**config.mk**
```make
export PLATFORM = sky130hd
export DESIGN_NAME = sha256_work_dispatcher
export DESIGN_NICKNAME = d
export VERILOG_FILES = /design/src/rtl/sha256_pkg.sv /design/src/rtl/sha256_work_dispatcher_byte_serializer.sv /design/src/rtl/sha256_work_dispatcher.sv
export SDC_FILE = /design/constraint.sdc
export NUM_CORES = 1
export LEC_CHECK = 0
export ABC_CLOCK_PERIOD_IN_PS = 2300
export CORE_MARGIN = 8
export CORE_UTILIZATION = 40
export CTS_CLUSTER_SIZE = 30
export DETAILED_ROUTE_END_ITERATION = 16
export PLACE_DENSITY_LB_ADDON = 0.05
export REMOVE_ABC_BUFFERS = 1
export SLEW_MARGIN = 20
export SYNTH_ARGS = -nofsm -noshare
export SYNTH_HDL_FRONTEND = slang
export SYNTH_HIERARCHICAL = 1
export SYNTH_SLANG_ARGS = --single-unit
```
**constraint.sdc**
```tcl
create_clock -name CLOCK_50 -period 2.3 [get_ports CLOCK_50]
set_clock_uncertainty 0.2 [all_clocks]
set_input_delay 0.46 -clock CLOCK_50 [delete_from_list [all_inputs] [get_ports CLOCK_50]]
set_output_delay 0.46 -clock CLOCK_50 [all_outputs]
set_load 0.01 [all_outputs]
```
**src/rtl/sha256_pkg.sv**
```systemverilog
// ============================================================================
// sha256_pkg : shared types and constants for the SHA-256 work dispatcher
// Rev 1.0
// ============================================================================
`default_nettype none

package sha256_pkg;

  typedef enum logic [1:0] {
    ST_RECV   = 2'd0,
    ST_LAUNCH = 2'd1,
    ST_WAIT   = 2'd2,
    ST_SEND   = 2'd3
  } dispatch_state_t;

  localparam int WORK_BYTES = 76;
  localparam int RESP_BYTES = 5;

  localparam logic [7:0] RESP_OK      = 8'hA5;
  localparam logic [7:0] RESP_TIMEOUT = 8'h5A;

  localparam int MIDSTATE_W = 256;
  localparam int DATA_W     = 96;
  localparam int TARGET_W   = 256;
  localparam int FRAME_W    = MIDSTATE_W + DATA_W + TARGET_W;

endpackage

`default_nettype wire

```
**src/rtl/sha256_work_dispatcher_byte_serializer.sv**
```systemverilog
// ============================================================================
// byte_serializer : emits {code, word[31:24..7:0]} as 5 valid/ready bytes
// Rev 1.0
// ============================================================================
`default_nettype none

module byte_serializer
  import sha256_pkg::*;
(
  input  logic        clk_i,
  input  logic        rst_ni,
  input  logic        load_i,
  input  logic [7:0]  code_i,
  input  logic [31:0] word_i,
  output logic [7:0]  out_data_o,
  output logic        out_valid_o,
  input  logic        out_ready_i,
  output logic        last_xfer_o
);

  localparam logic [2:0] LAST_IDX = 3'(RESP_BYTES - 1);

  logic [7:0]  data_q;
  logic        valid_q;
  logic [31:0] word_q;
  logic [2:0]  idx_q;

  assign out_data_o  = data_q;
  assign out_valid_o = valid_q;
  assign last_xfer_o = valid_q & out_ready_i & (idx_q == LAST_IDX);

  always_ff @(posedge clk_i or negedge rst_ni) begin
    if (!rst_ni) begin
      data_q  <= 8'h00;
      valid_q <= 1'b0;
      word_q  <= '0;
      idx_q   <= '0;
    end else if (load_i) begin
      data_q  <= code_i;
      valid_q <= 1'b1;
      word_q  <= word_i;
      idx_q   <= '0;
    end else if (valid_q && out_ready_i) begin
      if (idx_q == LAST_IDX) begin
        valid_q <= 1'b0;
        data_q  <= 8'h00;
      end else begin
        // Remaining nonce bytes leave MSB first from the top of word_q.
        data_q <= word_q[31:24];
        word_q <= {word_q[23:0], 8'h00};
        idx_q  <= idx_q + 3'd1;
      end
    end
  end

endmodule

`default_nettype wire

```
**src/rtl/sha256_work_dispatcher.sv**
```systemverilog
// ============================================================================
// sha256_work_dispatcher : byte-stream front end for SHA256_controller
// Optional WAIT timeout enabled by SHA256_DISPATCH_TIMEOUT_EN.  Rev 1.0
// ============================================================================
`default_nettype none

module sha256_work_dispatcher
  import sha256_pkg::*;
#(
  parameter logic [31:0] TIMEOUT_CYCLES = 32'd50_000_000
) (
  input  logic                  CLOCK_50,
  input  logic                  resetn,
  input  logic [7:0]            in_data,
  input  logic                  in_valid,
  output logic                  in_ready,
  output logic [7:0]            out_data,
  output logic                  out_valid,
  input  logic                  out_ready,
  output logic                  calculate,
  output logic [MIDSTATE_W-1:0] midstate,
  output logic [DATA_W-1:0]     data,
  output logic [TARGET_W-1:0]   target,
  input  logic [31:0]           good_nonce,
  input  logic                  done
);

  localparam logic [6:0] LAST_BYTE = 7'(WORK_BYTES - 1);

  dispatch_state_t    state_q;
  logic [6:0]         byte_cnt_q;
  logic [FRAME_W-1:0] frame_q;
  logic               in_ready_q;
  logic               calculate_q;
  logic               done_q;

  logic               done_edge_w;
  logic               timeout_w;
  logic               load_w;
  logic               last_xfer_w;
  logic [7:0]         code_w;
  logic [31:0]        nonce_w;

  // Only a fresh rising edge counts, so a level left over from an earlier job is ignored.
  assign done_edge_w = done & ~done_q;

`ifdef SHA256_DISPATCH_TIMEOUT_EN
  logic [31:0] wait_cnt_q;

  always_ff @(posedge CLOCK_50 or negedge resetn) begin
    if (!resetn)                wait_cnt_q <= '0;
    else if (state_q != ST_WAIT) wait_cnt_q <= '0;
    else                        wait_cnt_q <= wait_cnt_q + 32'd1;
  end

  assign timeout_w = (wait_cnt_q + 32'd1 >= TIMEOUT_CYCLES);
`else
  logic unused_timeout_cycles;
  assign unused_timeout_cycles = ^TIMEOUT_CYCLES;
  assign timeout_w = 1'b0;
`endif

  assign load_w  = (state_q == ST_WAIT) && (done_edge_w || timeout_w);
  assign code_w  = done_edge_w ? RESP_OK : RESP_TIMEOUT;
  assign nonce_w = done_edge_w ? good_nonce : 32'h0;

  byte_serializer u_ser (
    .clk_i       (CLOCK_50),
    .rst_ni      (resetn),
    .load_i      (load_w),
    .code_i      (code_w),
    .word_i      (nonce_w),
    .out_data_o  (out_data),
    .out_valid_o (out_valid),
    .out_ready_i (out_ready),
    .last_xfer_o (last_xfer_w)
  );

  assign in_ready  = in_ready_q;
  assign calculate = calculate_q;
  assign midstate  = frame_q[FRAME_W-1 -: MIDSTATE_W];
  assign data      = frame_q[TARGET_W +: DATA_W];
  assign target    = frame_q[TARGET_W-1:0];

  always_ff @(posedge CLOCK_50 or negedge resetn) begin
    if (!resetn) begin
      state_q     <= ST_RECV;
      byte_cnt_q  <= '0;
      frame_q     <= '0;
      in_ready_q  <= 1'b1;
      calculate_q <= 1'b0;
      done_q      <= 1'b0;
    end else begin
      done_q      <= done;
      calculate_q <= 1'b0;
      case (state_q)
        ST_RECV: begin
          if (in_valid && in_ready_q) begin
            frame_q <= {frame_q[FRAME_W-9:0], in_data};
            if (byte_cnt_q == LAST_BYTE) begin
              byte_cnt_q  <= '0;
              in_ready_q  <= 1'b0;
              calculate_q <= 1'b1;
              state_q     <= ST_LAUNCH;
            end else begin
              byte_cnt_q <= byte_cnt_q + 7'd1;
            end
          end
        end
        ST_LAUNCH: state_q <= ST_WAIT;
        ST_WAIT: begin
          if (load_w) state_q <= ST_SEND;
        end
        ST_SEND: begin
          // Reopen the inbound port right as the final response byte leaves.
          if (last_xfer_w) begin
            in_ready_q <= 1'b1;
            state_q    <= ST_RECV;
          end
        end
        default: state_q <= ST_RECV;
      endcase
    end
  end

endmodule

`default_nettype wire

```
Word level (Yosys, flattened, before mapping)
Cells that the tools add are included.

Add/sub/neg operators: 2. Equal/unequal tests: 10. Mux-type cells: 27. Bitwise logic cells: 4. Reductions and logical operators: 12.

Operator list (number): $mux W32 (4); $mux W8 (4); $ne A2 B2 Y1 const B (5); $mux W1 (9); $mux W3 (3); $mux W2 (4); $pmux W2 S4 (1); $reduce_and A4 Y1 (2); $add A7 B1 Y7 const B (1); $eq A7 B7 Y1 const B (1); $mux W7 (1); $reduce_and A2 Y1 (3); $reduce_bool A2 Y1 (3); $eq A2 B2 Y1 const B (2); $add A3 B1 Y3 const B (1); $and A1 B1 Y1 (3); $eq A3 B3 Y1 const B (1); $logic_and A1 B1 Y1 (3); $eq A2 B1 Y1 const B (1); $logic_not A2 Y1 (1); $pmux W1 S2 (1); $not A1 Y1 (1).

Bits in registers: 664. Input bits: 45. Logic and storage cells: 65.

Longest topological paths before layout
Gate-level depths: netlist of run 1.

Word-level depth: 5. Mapped depth: 9. Gate-level depth less buffers: 7.

Cells and area by module
Netlist of run 1, hierarchy kept.

By module, submodules not included: sha256_work_dispatcher (instances 1, cells each 2666, area an instance 23466.3 um^2, sequential area each 15516.1 um^2); byte_serializer (instances 1, cells each 223, area an instance 2158.3 um^2, sequential area each 1101.1 um^2).

Worst setup path before layout of run 1
No wires, ideal clock.

Path type: register to register. Start: register u_ser.idx_q[0]. End: register state_q[1]. Data arrival time: 1.809 ns. Required time: 1.975 ns. Slack: 0.166 ns. Stages on the path, launching flop included: 10. Buffers on the path: 2. Period minus slack after synthesis: 2.134 ns. Cell sequence: dfrtp_1 > inv_1 > ha_1 > nand2_1 > buf_4 > buf_2 > nor2_1 > nor2b_1 > a221o_1 > mux2_4.

Cells in the longest elaborated chain, start to end: 4.

Ends and longest elaborated chain: start, declared (RTL line sha256_work_dispatcher_byte_serializer.sv:26) `logic [2:0] idx_q;`; start signal, assigned (RTL line sha256_work_dispatcher_byte_serializer.sv:51) `idx_q <= idx_q + 3'd1;`; $eq A3 B3 Y1 (RTL line sha256_work_dispatcher_byte_serializer.sv:30) `assign last_xfer_o = valid_q & out_ready_i & (idx_q == LAST_IDX);`; $and A1 B1 Y1 (RTL line sha256_work_dispatcher_byte_serializer.sv:30); net last_xfer_w (RTL line sha256_work_dispatcher.sv:40) `logic last_xfer_w;`; $ne A2 B2 Y1 (no line); $reduce_and A4 Y1 (no line); end signal, assigned (RTL line sha256_work_dispatcher.sv:87) `state_q <= ST_RECV;`; end signal, assigned (RTL line sha256_work_dispatcher.sv:104) `state_q <= ST_LAUNCH;`; end signal, assigned (RTL line sha256_work_dispatcher.sv:110) `ST_LAUNCH: state_q <= ST_WAIT;`; end, declared (RTL line sha256_work_dispatcher.sv:30) `dispatch_state_t state_q;`.

The timed path passes the listed nets, and every way through them passes these cells. A chain may end at the register's enable or synchronous reset.

Worst setup path after layout of run 1
Start: register frame_q[514]. End: output port midstate[162].

RTL lines: start, declared (RTL line sha256_work_dispatcher.sv:32) `logic [FRAME_W-1:0] frame_q;`; start signal, assigned (RTL line sha256_work_dispatcher.sv:99) `frame_q <= {frame_q[FRAME_W-9:0], in_data};`; end, declared (RTL line sha256_work_dispatcher.sv:21) `output logic [MIDSTATE_W-1:0] midstate,`.

No word-level cell between the ends.

==> results.yml, run 1 <==
final_layout:
  areaGrowthSynthToFinish_pct: 41.7
  regArea_um2: 16600
  final_util_pct: 57.5
  nNetsFinal: 3626
  multi_input_area_um2: 8260
  design_area_um2: 36300
  antenna_cells: 0
  fillers: 5515
  drive_above_1_share_pct: 6.24
floorplan:
  die_x_um: 269
  die_h_um: 269
  ios: 664
  die_area_um2: 72400
  initial_core_util_pct: 40.5
  rows: 92
  core-area_um2: 63200
synthesis:
  yosysWarnings: 6
  synth_seq_area_share_pct: 64.8
  synth_edf_count: 0
  async_flop_share_pct: 100
  netlist_area_um2: 25600
  synthFlopType: "dfrtp_1"
  synth_seq_cells: 664
  yosysUniqueCellTypes: 33
  syn_inst: 2889
  synth_area_per_cell_um2: 8.87
worst_setup_path:
  crit_slowest_cell: "clkdlybuf4s50_1"
  end_kind: "primary output"
  setup.worst_path.start_class: "flop"
  r2r_start: "state_q[1]"
  critical_path_buf_inv_count: 1
  critPathLaunch: "frame_q[514]"
  cp_max_fo: 3
  r2r_cells: 7
  worstPathCellList: "clkdlybuf4s50_1"
  critPathCapture: "midstate[162]"
  cp_top_family: "buffers and inverters"
  critical_path.max_stage_delay_ns: 0.58
  crit_cells: 1
  crit_type: "flop to primary output"
  rrSetupSlack_ns: 0.23
  worstPathRequired_ns: 1.64
  worst_ep_arrival_time_ns: 1.60
  r2r-end: "frame_q[546]"
placed_design:
  portBuffers: 663
  place_area_um2: 33900
  gp_congestion: 0.825
  preCtsSetupSlack_ns: -0.0102
  dp.final_hpwl_mm: 63.8
drt:
  drc_errors: 0
  final_antenna_net_count: 0
  drt_iter0_markers: 1477
  viasPerCell: 4.74
  drtPass1Iterations: 6
  num_vias: 21200
  wl_mm: 85.8
  avgRoutedWirePerCell_um: 19.2
power:
  p_leak_nw: 21.0
  finalPower_w: 0.0235
  pwr_density_cell_nw_per_um2: 648
  max-vdd-ir-drop_v: 0.000498
grt:
  antenna_found_initial: 0
  overflow: 0
  grtUsageMet2_pct: 39.1
  grt_pass1_wl_mm: 131
  met3_usage_pct: 7.93
  grt_pass1_vias: 20900
  grt_use_met1_pct: 27.0
  top_usage_layer: "met2"
  grt_usage_pct: 23.0
  grt_start_max_net_pins: 69
outcome:
  status: "finished, final reports clean"
timing:
  rsz0062_at_grt: "no"
  finalCritPeriodShare_pct: 98.2
  hold_viol: 0
  final_max_slew_viol_count: 0
  hold_ws_ns: 0.134
  setup_violations: 0
  tightestPinTransition_ns: 0.451
  max_freq_mhz: 443
  layout_setup_ws_ns: 0.0419
  maxSlewHeadroom_pct: 69.9
  period_needed_ns: 2.26
min_path:
  min_path_type: "input port to async pin"
cts:
  cts_tree: "built"
  cts_buffers: 73
  numClockSinks: 664
  root_buffer: "clkbuf_16"
  path_clk_slew_ns: 0.06
  clk_path_buf_depth: 3
  htreeDepth: 3
  insertion_delay_ns: 0.60
job:
  cap_violations: 0
-- how the worst min path moves through the flow --
| stage | to | cells after the start |
|---|---|---|
| 6_report | frame_q[234] | 2 |
| 3_5_place_dp | frame_q[234] | 1 |
| 3_3_place_gp | frame_q[234] | 1 |
| 2_1_floorplan | byte_cnt_q[0] | 0 |
| 4_1_cts | done_q | 1 |
| 5_1_grt | frame_q[234] | 2 |
-- cells in the mapped netlist, drive strengths merged (8+ instances only) --
cell	n	share of area, %
a221o	17	0.66
inv	14	0.21
clkbuf	69	1.0
nor2	8	0.15
nor3	10	0.20
a211oi	8	0.23
and2	35	0.85
nor2b	17	0.42
nand2	1867	27
nand3	21	0.41
o21ai	23	0.45
dfrtp	663	65
o311ai	8	0.27
buf	89	1.8
nand2b	11	0.27
a21oi	9	0.18
-- area by class of cell --
cell class	instances	area share, %
Multi-Input combinational cell	2053	22.7
Tap cell	846	2.92
Clock buffer	112	6.11
Clock inverter	12	0.324
Inverter	14	0.145
Timing Repair Buffer	769	22.0
Sequential cell	664	45.8
-- per-layer routing --
metal	vias up	routed length [µm]
li1	10200	-
met1	10200	33600
met2	645	42400
met3	131	6880
met4	0	2930
met5	-	0
-- timing repair --
action | CTS | global route
hold buffers | 1 | 0
setup buffers | 5 | 2
setup endpoints to repair | 138 | 75
endpoints found under the hold margin | 180 | 0
resized for setup | 137 | 74
gates cloned | 0 | 0
-- registers in the layout, indices dropped and copies added, names as in the netlist --
signal,flops
u_ser/out_data_o,8
u_ser/word_q,32
done_q,1
frame_q,608
u_ser/idx_q,3
u_ser/out_valid_o,1
calculate,1
state_q,2
byte_cnt_q,7
in_ready,1
-- power breakdown --
| group | internal (W) | switching [W] | total [W] |
|---|---|---|---|
| logic | 0.000138 | 0.000272 | 0.000411 |
| registers | 0.0117 | 0.000000208 | 0.0117 |
| clock network | 0.00683 | 0.00460 | 0.0114 |
| total | 0.0187 | 0.00487 | 0.0235 |
-- layout by cell type (no fill, tap or decap), types with 2 or more instances in the layout --
cell type,synthesis,final
and3_1,3,2
clkbuf_1,69,19
nor2_1,7,7
dfrtp_2,0,8
a21oi_1,9,9
dlymetal6s2s_1,0,74
nand3_1,21,20
dlygate4sd2_1,0,129
ha_1,6,6
clkbuf_8,0,16
inv_6,0,2
nor2b_1,17,17
and2_1,35,34
clkbuf_16,0,77
buf_12,0,41
nor3_1,10,10
nand2b_1,11,11
clkinv_2,0,8
o311ai_1,2,2
o311ai_0,6,6
nand2_1,1866,1866
clkdlybuf4s50_1,0,459
a221o_1,17,17
o21ai_0,21,21
bufinv_16,0,2
inv_1,14,14
o21ai_1,2,2
buf_4,1,64
dfrtp_1,663,655
a211oi_1,8,8
nand4_1,4,4
-- kinds of logic (layout without fill, tap and decap cells) --
kind of cell             Yosys count  after routing  share of synthesized area, %
AO/OA/AOI/OAI                     66             66                          1.83
XOR/XNOR                           2              2                        0.0684
adder cells (fa/ha/maj)            6              6                         0.293
buffers and inverters            172            907                          3.00
flip-flops                       664            664                          64.8
multiplexers                       1              1                        0.0586
AND/OR/NAND/NOR                 1978           1978                          29.9
-- stage by stage --
step / cells / setup TNS (ns)
after floorplan: 2731 / -6463.86
after global placement: 4338 / 0
after detailed placement: 4338 / -0.0286
after CTS: 4468 / 0
after global routing: 4470 / 0
final: 4470 / 0
Power figures use the tool's default switching activity.
==> run 2: changes to the inputs <==
--- a/config.mk
+++ b/config.mk
@@ -6,14 +6,14 @@
 export NUM_CORES = 1
 export LEC_CHECK = 0
 export ABC_CLOCK_PERIOD_IN_PS = 2300
-export CORE_MARGIN = 8
-export CORE_UTILIZATION = 40
+export CORE_AREA = 8 8 256 258
 export CTS_CLUSTER_SIZE = 30
 export DETAILED_ROUTE_END_ITERATION = 16
+export DIE_AREA = 0 0 264 266
+export MAX_ROUTING_LAYER = met4
 export PLACE_DENSITY_LB_ADDON = 0.05
 export REMOVE_ABC_BUFFERS = 1
 export SLEW_MARGIN = 20
 export SYNTH_ARGS = -nofsm -noshare
 export SYNTH_HDL_FRONTEND = slang
-export SYNTH_HIERARCHICAL = 1
 export SYNTH_SLANG_ARGS = --single-unit
==> run 2 against run 1 <==
Critical path depth stayed put. Combinational power increased to 14 times the previous value. Sequential power rose by 13%. Critical path type unchanged. Critical endpoint is now midstate[156]. Largest power group unchanged.
==> results.yml, run 2 <==
outcome:
  status: "finished, final reports clean"
worst_setup_path:
  critical_path.max_stage_delay_ns: 0.62
  critical_path_buf_inv_count: 1
  crit_cells: 1
  cp_max_fo: 3
  crit_type: "flop to primary output"
  worstPathRequired_ns: 1.64
  worstPathCellList: "clkdlybuf4s50_1"
  crit_slowest_cell: "clkdlybuf4s50_1"
  end_kind: "primary output"
  setup.worst_path.start_class: "flop"
  r2r_cells: 7
  worst_ep_arrival_time_ns: 1.60
  cp_top_family: "buffers and inverters"
power:
  max-vdd-ir-drop_v: 0.000765
  pwr_density_cell_nw_per_um2: 843
  p_leak_nw: 20.9
  finalPower_w: 0.0302
synthesis:
  synthFlopType: "dfrtp_1"
  yosysMostFrequentCell: "nand2_1"
  syn_inst: 2825
  yosysTopAreaCellShare_pct: 66.0
  netlist_area_um2: 25100
  async_flop_share_pct: 100
  synth_seq_area_share_pct: 66.1
  yosys.area.top_type: "dfrtp_1"
  ys_top_cells_by_area: "dfrtp_1 (66%), nand2_1 (28%), buf_2 (1.2%)"
  yosysWarnings: 0
  synth_area_per_cell_um2: 8.89
  yosysUniqueCellTypes: 29
  synth_seq_cells: 664
  synth_common_cells: "nand2_1 (1886), dfrtp_1 (663), clkbuf_1 (76)"
  synth_edf_count: 0
final_layout:
  regMostFlops: "frame_q"
  final_util_pct: 58.5
  final_common_cell: "nand2_1"
  areaGrowthSynthToFinish_pct: 42.7
  antenna_cells: 0
  drive_above_1_share_pct: 6.25
  fin_cells: 4359
  nNetsFinal: 3570
  final_cell_mix: "nand2_1 (1886), dfrtp_1 (658), clkdlybuf4s50_1 (473), dlygate4sd2_1 (103), dlymetal6s2s_1 (86)"
  largest_reg_flops: 608
timing:
  hold_viol: 0
  setup_violations: 0
  final_max_slew_viol_count: 0
  period_needed_ns: 2.26
  tightestPinTransition_ns: 0.573
  max_freq_mhz: 443
  finalCritPeriodShare_pct: 98.2
  maxSlewHeadroom_pct: 61.7
  fin_tns_setup_ns: 0
  layout_setup_ws_ns: 0.0425
min_path:
  min_path_type: "input port to async pin"
drt:
  final_antenna_net_count: 0
  avgRoutedWirePerCell_um: 19.3
  drc_errors: 0
  drtPass1Iterations: 8
  drt_iter0_markers: 1537
  viasPerCell: 4.77
  wl_mm: 84.0
  num_vias: 20800
grt:
  antenna_found_initial: 0
  grt_pass1_wl_mm: 128
  overflow: 0
  grt_pass1_vias: 20700
  grt_usage_pct: 24.0
  grt_start_max_net_pins: 89
cts:
  cts_tree: "built"
  cts_buffers: 72
  clk_path_buf_depth: 3
  root_buffer: "clkbuf_16"
  path_clk_slew_ns: 0.06
  insertion_delay_ns: 0.60
  htreeDepth: 3
  numClockSinks: 664
floorplan:
  rows: 91
  ios: 664
  core-area_um2: 61300
  die_area_um2: 70200
  initial_core_util_pct: 41.0
  die_h_um: 266
  die_x_um: 264
placed_design:
  dp.final_hpwl_mm: 63.3
  gp_congestion: 0.859
  preCtsSetupSlack_ns: 0.0466
  placedCellCount: 4233
  portBuffers: 663
job:
  cap_violations: 0
-- run 2: cell types whose count changed in the layout (fill, tap and decap cells not counted), moves of 14 or more --
cell and delta:
dlygate4sd2_1 -26, nor2b_1 -16, o21ai_0 -16, nand2_1 +20, nand3_1 -14, a31oi_1 +24
and2_1 -34, clkdlybuf4s50_1 +14, nor2_1 +26
-- run 2: cell families (layout without fill, tap and decap cells) --
group / after synthesis / count (layout) / synth area share [%]
compound gates: 56 / 56 / 1.54
fa+ha+maj: 6 / 6 / 0.299
buf+inv: 154 / 898 / 2.61
flops: 664 / 664 / 66.1
xor+xnor: 3 / 3 / 0.105
simple gates: 1940 / 1940 / 29.2
mux: 2 / 2 / 0.0996
-- run 2: layout make-up --
class,instances,area [µm²]
clock buffers,111,2180
clock inverters,13,151
well taps,790,988
multi-input cells,2007,7870
inverters,5,18.8
repair buffers,769,8030
fillers,5357,25400
flip-flops and latches,664,16600
-- run 2: stage by stage --
step	hold WS, ns	instance area [µm²]
3_3_place_gp	0.165	33400
3_5_place_dp	0.163	33400
4_1_cts	0.110	35600
5_1_grt	0.144	35900
2_1_floorplan	-0.0356	24500
6_report	0.134	35900
-- run 2: final timing paths --
path | end | slack [ns] | startpoint
worst min register to register | frame_q[603] | 0.27 | frame_q[603]
worst min-delay path | frame_q[522] | 0.13 | resetn
min in group CLOCK_50 | done_q | 0.19 | done
worst max-delay path | midstate[156] | 0.04 | frame_q[508]
worst max register to register | frame_q[37] | 0.31 | state_q[0]
max in group asynchronous | frame_q[451] | 0.88 | resetn
-- run 2: power breakdown --
part / switching, W / internal, W / total, W
clock: 0.00461 / 0.00684 / 0.0115
combinational: 0.00335 / 0.00221 / 0.00556
sequential: 0.000663 / 0.0125 / 0.0132
-- run 2: routing by layer --
layer / up-vias / global-route usage [%] / share of wire, %
li1: 9967 / - / -
met1: 10100 / 27.6 / 39
met2: 591 / 39.3 / 49
met3: 146 / 8.24 / 8.1
met4: 0 / 8.44 / 3.7
met5: - / - / 0
-- run 2: what timing repair did --
action / in CTS / in global routing
setup buffers: 1 / 0
endpoints found under the hold margin: 243 / 0
gates cloned: 0 / 0
resized for setup: 108 / 86
hold buffers: 1 / 0
setup endpoints to repair: 108 / 86
==> run 3: changes to the inputs <==
--- a/config.mk
+++ b/config.mk
@@ -6,10 +6,13 @@
 export NUM_CORES = 1
 export LEC_CHECK = 0
 export ABC_CLOCK_PERIOD_IN_PS = 2300
-export CORE_AREA = 8 8 256 258
+export CELL_PAD_IN_SITES_DETAIL_PLACEMENT = 1
+export CELL_PAD_IN_SITES_GLOBAL_PLACEMENT = 1
+export CORE_MARGIN = 5
+export CORE_UTILIZATION = 32
 export CTS_CLUSTER_SIZE = 30
 export DETAILED_ROUTE_END_ITERATION = 16
-export DIE_AREA = 0 0 264 266
+export GPL_TIMING_DRIVEN = 0
 export MAX_ROUTING_LAYER = met4
 export PLACE_DENSITY_LB_ADDON = 0.05
 export REMOVE_ABC_BUFFERS = 1
==> run 3 against run 2 <==
Worst hold slack improved by 0.032 ns. Maximum frequency about the same. Largest power group unchanged. Global-route usage decreased by 2.6 points. Sequential share of layout area decreased by 0.14 points. Power increased by 2.1%. Core utilization decreased by 12 points. Die area increased by 20%. Cell area increased by 0.28%.
==> results.yml, run 3 (synthesis results as in run 2) <==
outcome:
  status: "finished, final reports clean"
floorplan:
  core-area_um2: 77600
  die_area_um2: 84200
  die_x_um: 290
  ios: 664
  rows: 102
  die_h_um: 290
  initial_core_util_pct: 32.4
worst_setup_path:
  cp_max_fo: 3
  r2r_cells: 8
  critical_path_buf_inv_count: 1
  crit_slowest_cell: "clkdlybuf4s50_1"
  worst_ep_arrival_time_ns: 1.60
  crit_type: "flop to primary output"
  critical_path.max_stage_delay_ns: 0.64
  worstPathRequired_ns: 1.64
  crit_cells: 1
  critPathLaunch: "frame_q[190]"
  cp_top_family: "buffers and inverters"
  end_kind: "primary output"
  worstPathCellList: "clkdlybuf4s50_1"
  setup.worst_path.start_class: "flop"
  r2r_start: "state_q[0]"
placed_design:
  gp_congestion: 0.794
  dp.final_hpwl_mm: 63.8
  place_area_um2: 33300
  portBuffers: 663
  preCtsSetupSlack_ns: -0.695
min_path:
  min_path_type: "input port to async pin"
final_layout:
  nNetsFinal: 3523
  drive_above_1_share_pct: 4.77
  final_common_cell: "nand2_1"
  design_area_um2: 36000
  regMostFlops: "frame_q"
  final_util_pct: 46.3
  largest_reg_flops: 608
  antenna_cells: 0
  final_cell_mix: "nand2_1 (1886), dfrtp_1 (662), clkdlybuf4s50_1 (479), dlygate4sd2_1 (143), clkbuf_16 (81)"
  areaGrowthSynthToFinish_pct: 43.1
timing:
  maxSlewHeadroom_pct: 63.6
  finalCritPeriodShare_pct: 98.1
  hold_viol: 0
  rsz0062_at_grt: "no"
  setup_violations: 0
  max_freq_mhz: 443
  tightestPinTransition_ns: 0.544
  final_max_slew_viol_count: 0
  hold_ws_ns: 0.167
  layout_setup_ws_ns: 0.0443
  period_needed_ns: 2.26
grt:
  grt_start_max_net_pins: 97
  antenna_found_initial: 0
  grt_usage_pct: 21.4
  overflow: 0
  grt_pass1_wl_mm: 138
  grt_pass1_vias: 22100
job:
  cap_violations: 0
power:
  pwr_density_cell_nw_per_um2: 858
  max-vdd-ir-drop_v: 0.000598
  p_leak_nw: 20.1
cts:
  htreeDepth: 3
  cts_tree: "built"
  path_clk_slew_ns: 0.06
  cts_buffers: 77
  clk_path_buf_depth: 3
  numClockSinks: 664
  root_buffer: "clkbuf_16"
  insertion_delay_ns: 0.60
drt:
  route.met2.wl_mm: 45.9
  drc_errors: 0
  top_layer: "met4"
  wl_mm: 90.4
  wl_met3_mm: 6.32
  wl_met1_mm: 34.9
  final_antenna_net_count: 0
  num_vias: 21000
  drtPass1Iterations: 5
  viasPerCell: 4.59
  drt_iter0_markers: 1015
  avgRoutedWirePerCell_um: 19.8
==> run 3: changes by cell type in the layout (fill, tap and decap cells not counted), sizes merged <==
| cell | before | now |
|---|---|---|
| buf | 106 | 46 |
| dlymetal6s2s | 86 | 39 |
| dlygate4sd2 | 103 | 143 |
| clkbuf | 111 | 129 |
| clkdlybuf4s50 | 473 | 479 |
| bufbuf | 0 | 4 |
| clkinv | 7 | 3 |
| bufinv | 3 | 1 |
| inv | 8 | 6 |
| and3 | 5 | 6 |
| nand3 | 7 | 8 |
==> run 3: through the flow <==
stage / total power, W / TNS, ns / std cells
after floorplan: 0.0152 / -6411.20 / 2676
after global placement: 0.0169 / - / 4379
after detailed placement: 0.0189 / -238.07 / 4410
after CTS: 0.0314 / 0 / 4562
after global routing: 0.0325 / 0 / 4564
final: 0.0309 / 0 / 4564
==> run 3: where the power goes <==
| group | leakage (nW) | switching [W] | internal [W] |
|---|---|---|---|
| registers | 9.18 | 0.000649 | 0.0125 |
| logic | 9.72 | 0.00355 | 0.00238 |
| clock network | 1.16 | 0.00478 | 0.00695 |
==> run 3: final cells by class <==
| class | instances | area, µm² |
|---|---|---|
| multi-input cells | 2009 | 7920 |
| flip-flops and latches | 664 | 16600 |
| clock inverters | 5 | 53.8 |
| clock buffers | 126 | 2320 |
| repair buffers | 715 | 7730 |
| inverters | 5 | 18.8 |
| fillers | 8952 | 41600 |
| well taps | 1040 | 1300 |
==> run 3: per-layer routing <==
metal	up-vias	track usage, %
li1	9884	-
met1	10500	23.9
met2	457	36.8
met3	146	6.46
met4	0	7.28
met5	-	-
==> run 3: timing repair <==
item	in CTS	in global routing
setup endpoints to repair	618	189
endpoints found under the hold margin	51	0
gates cloned	10	2
hold buffers	1	0
pin swaps	2	0
gates resized for setup	153	45
buffers inserted	11	1
==> run 3: path summary, 6_finish.rpt <==
kind,end,slack (ns)
worst max-delay path,target[190],0.04
worst min-delay path,frame_q[580],0.17
worst max register to register,frame_q[401],0.12
worst min register to register,frame_q[333],0.28
max in group asynchronous,frame_q[138],0.25
min in group CLOCK_50,frame_q[3],0.19
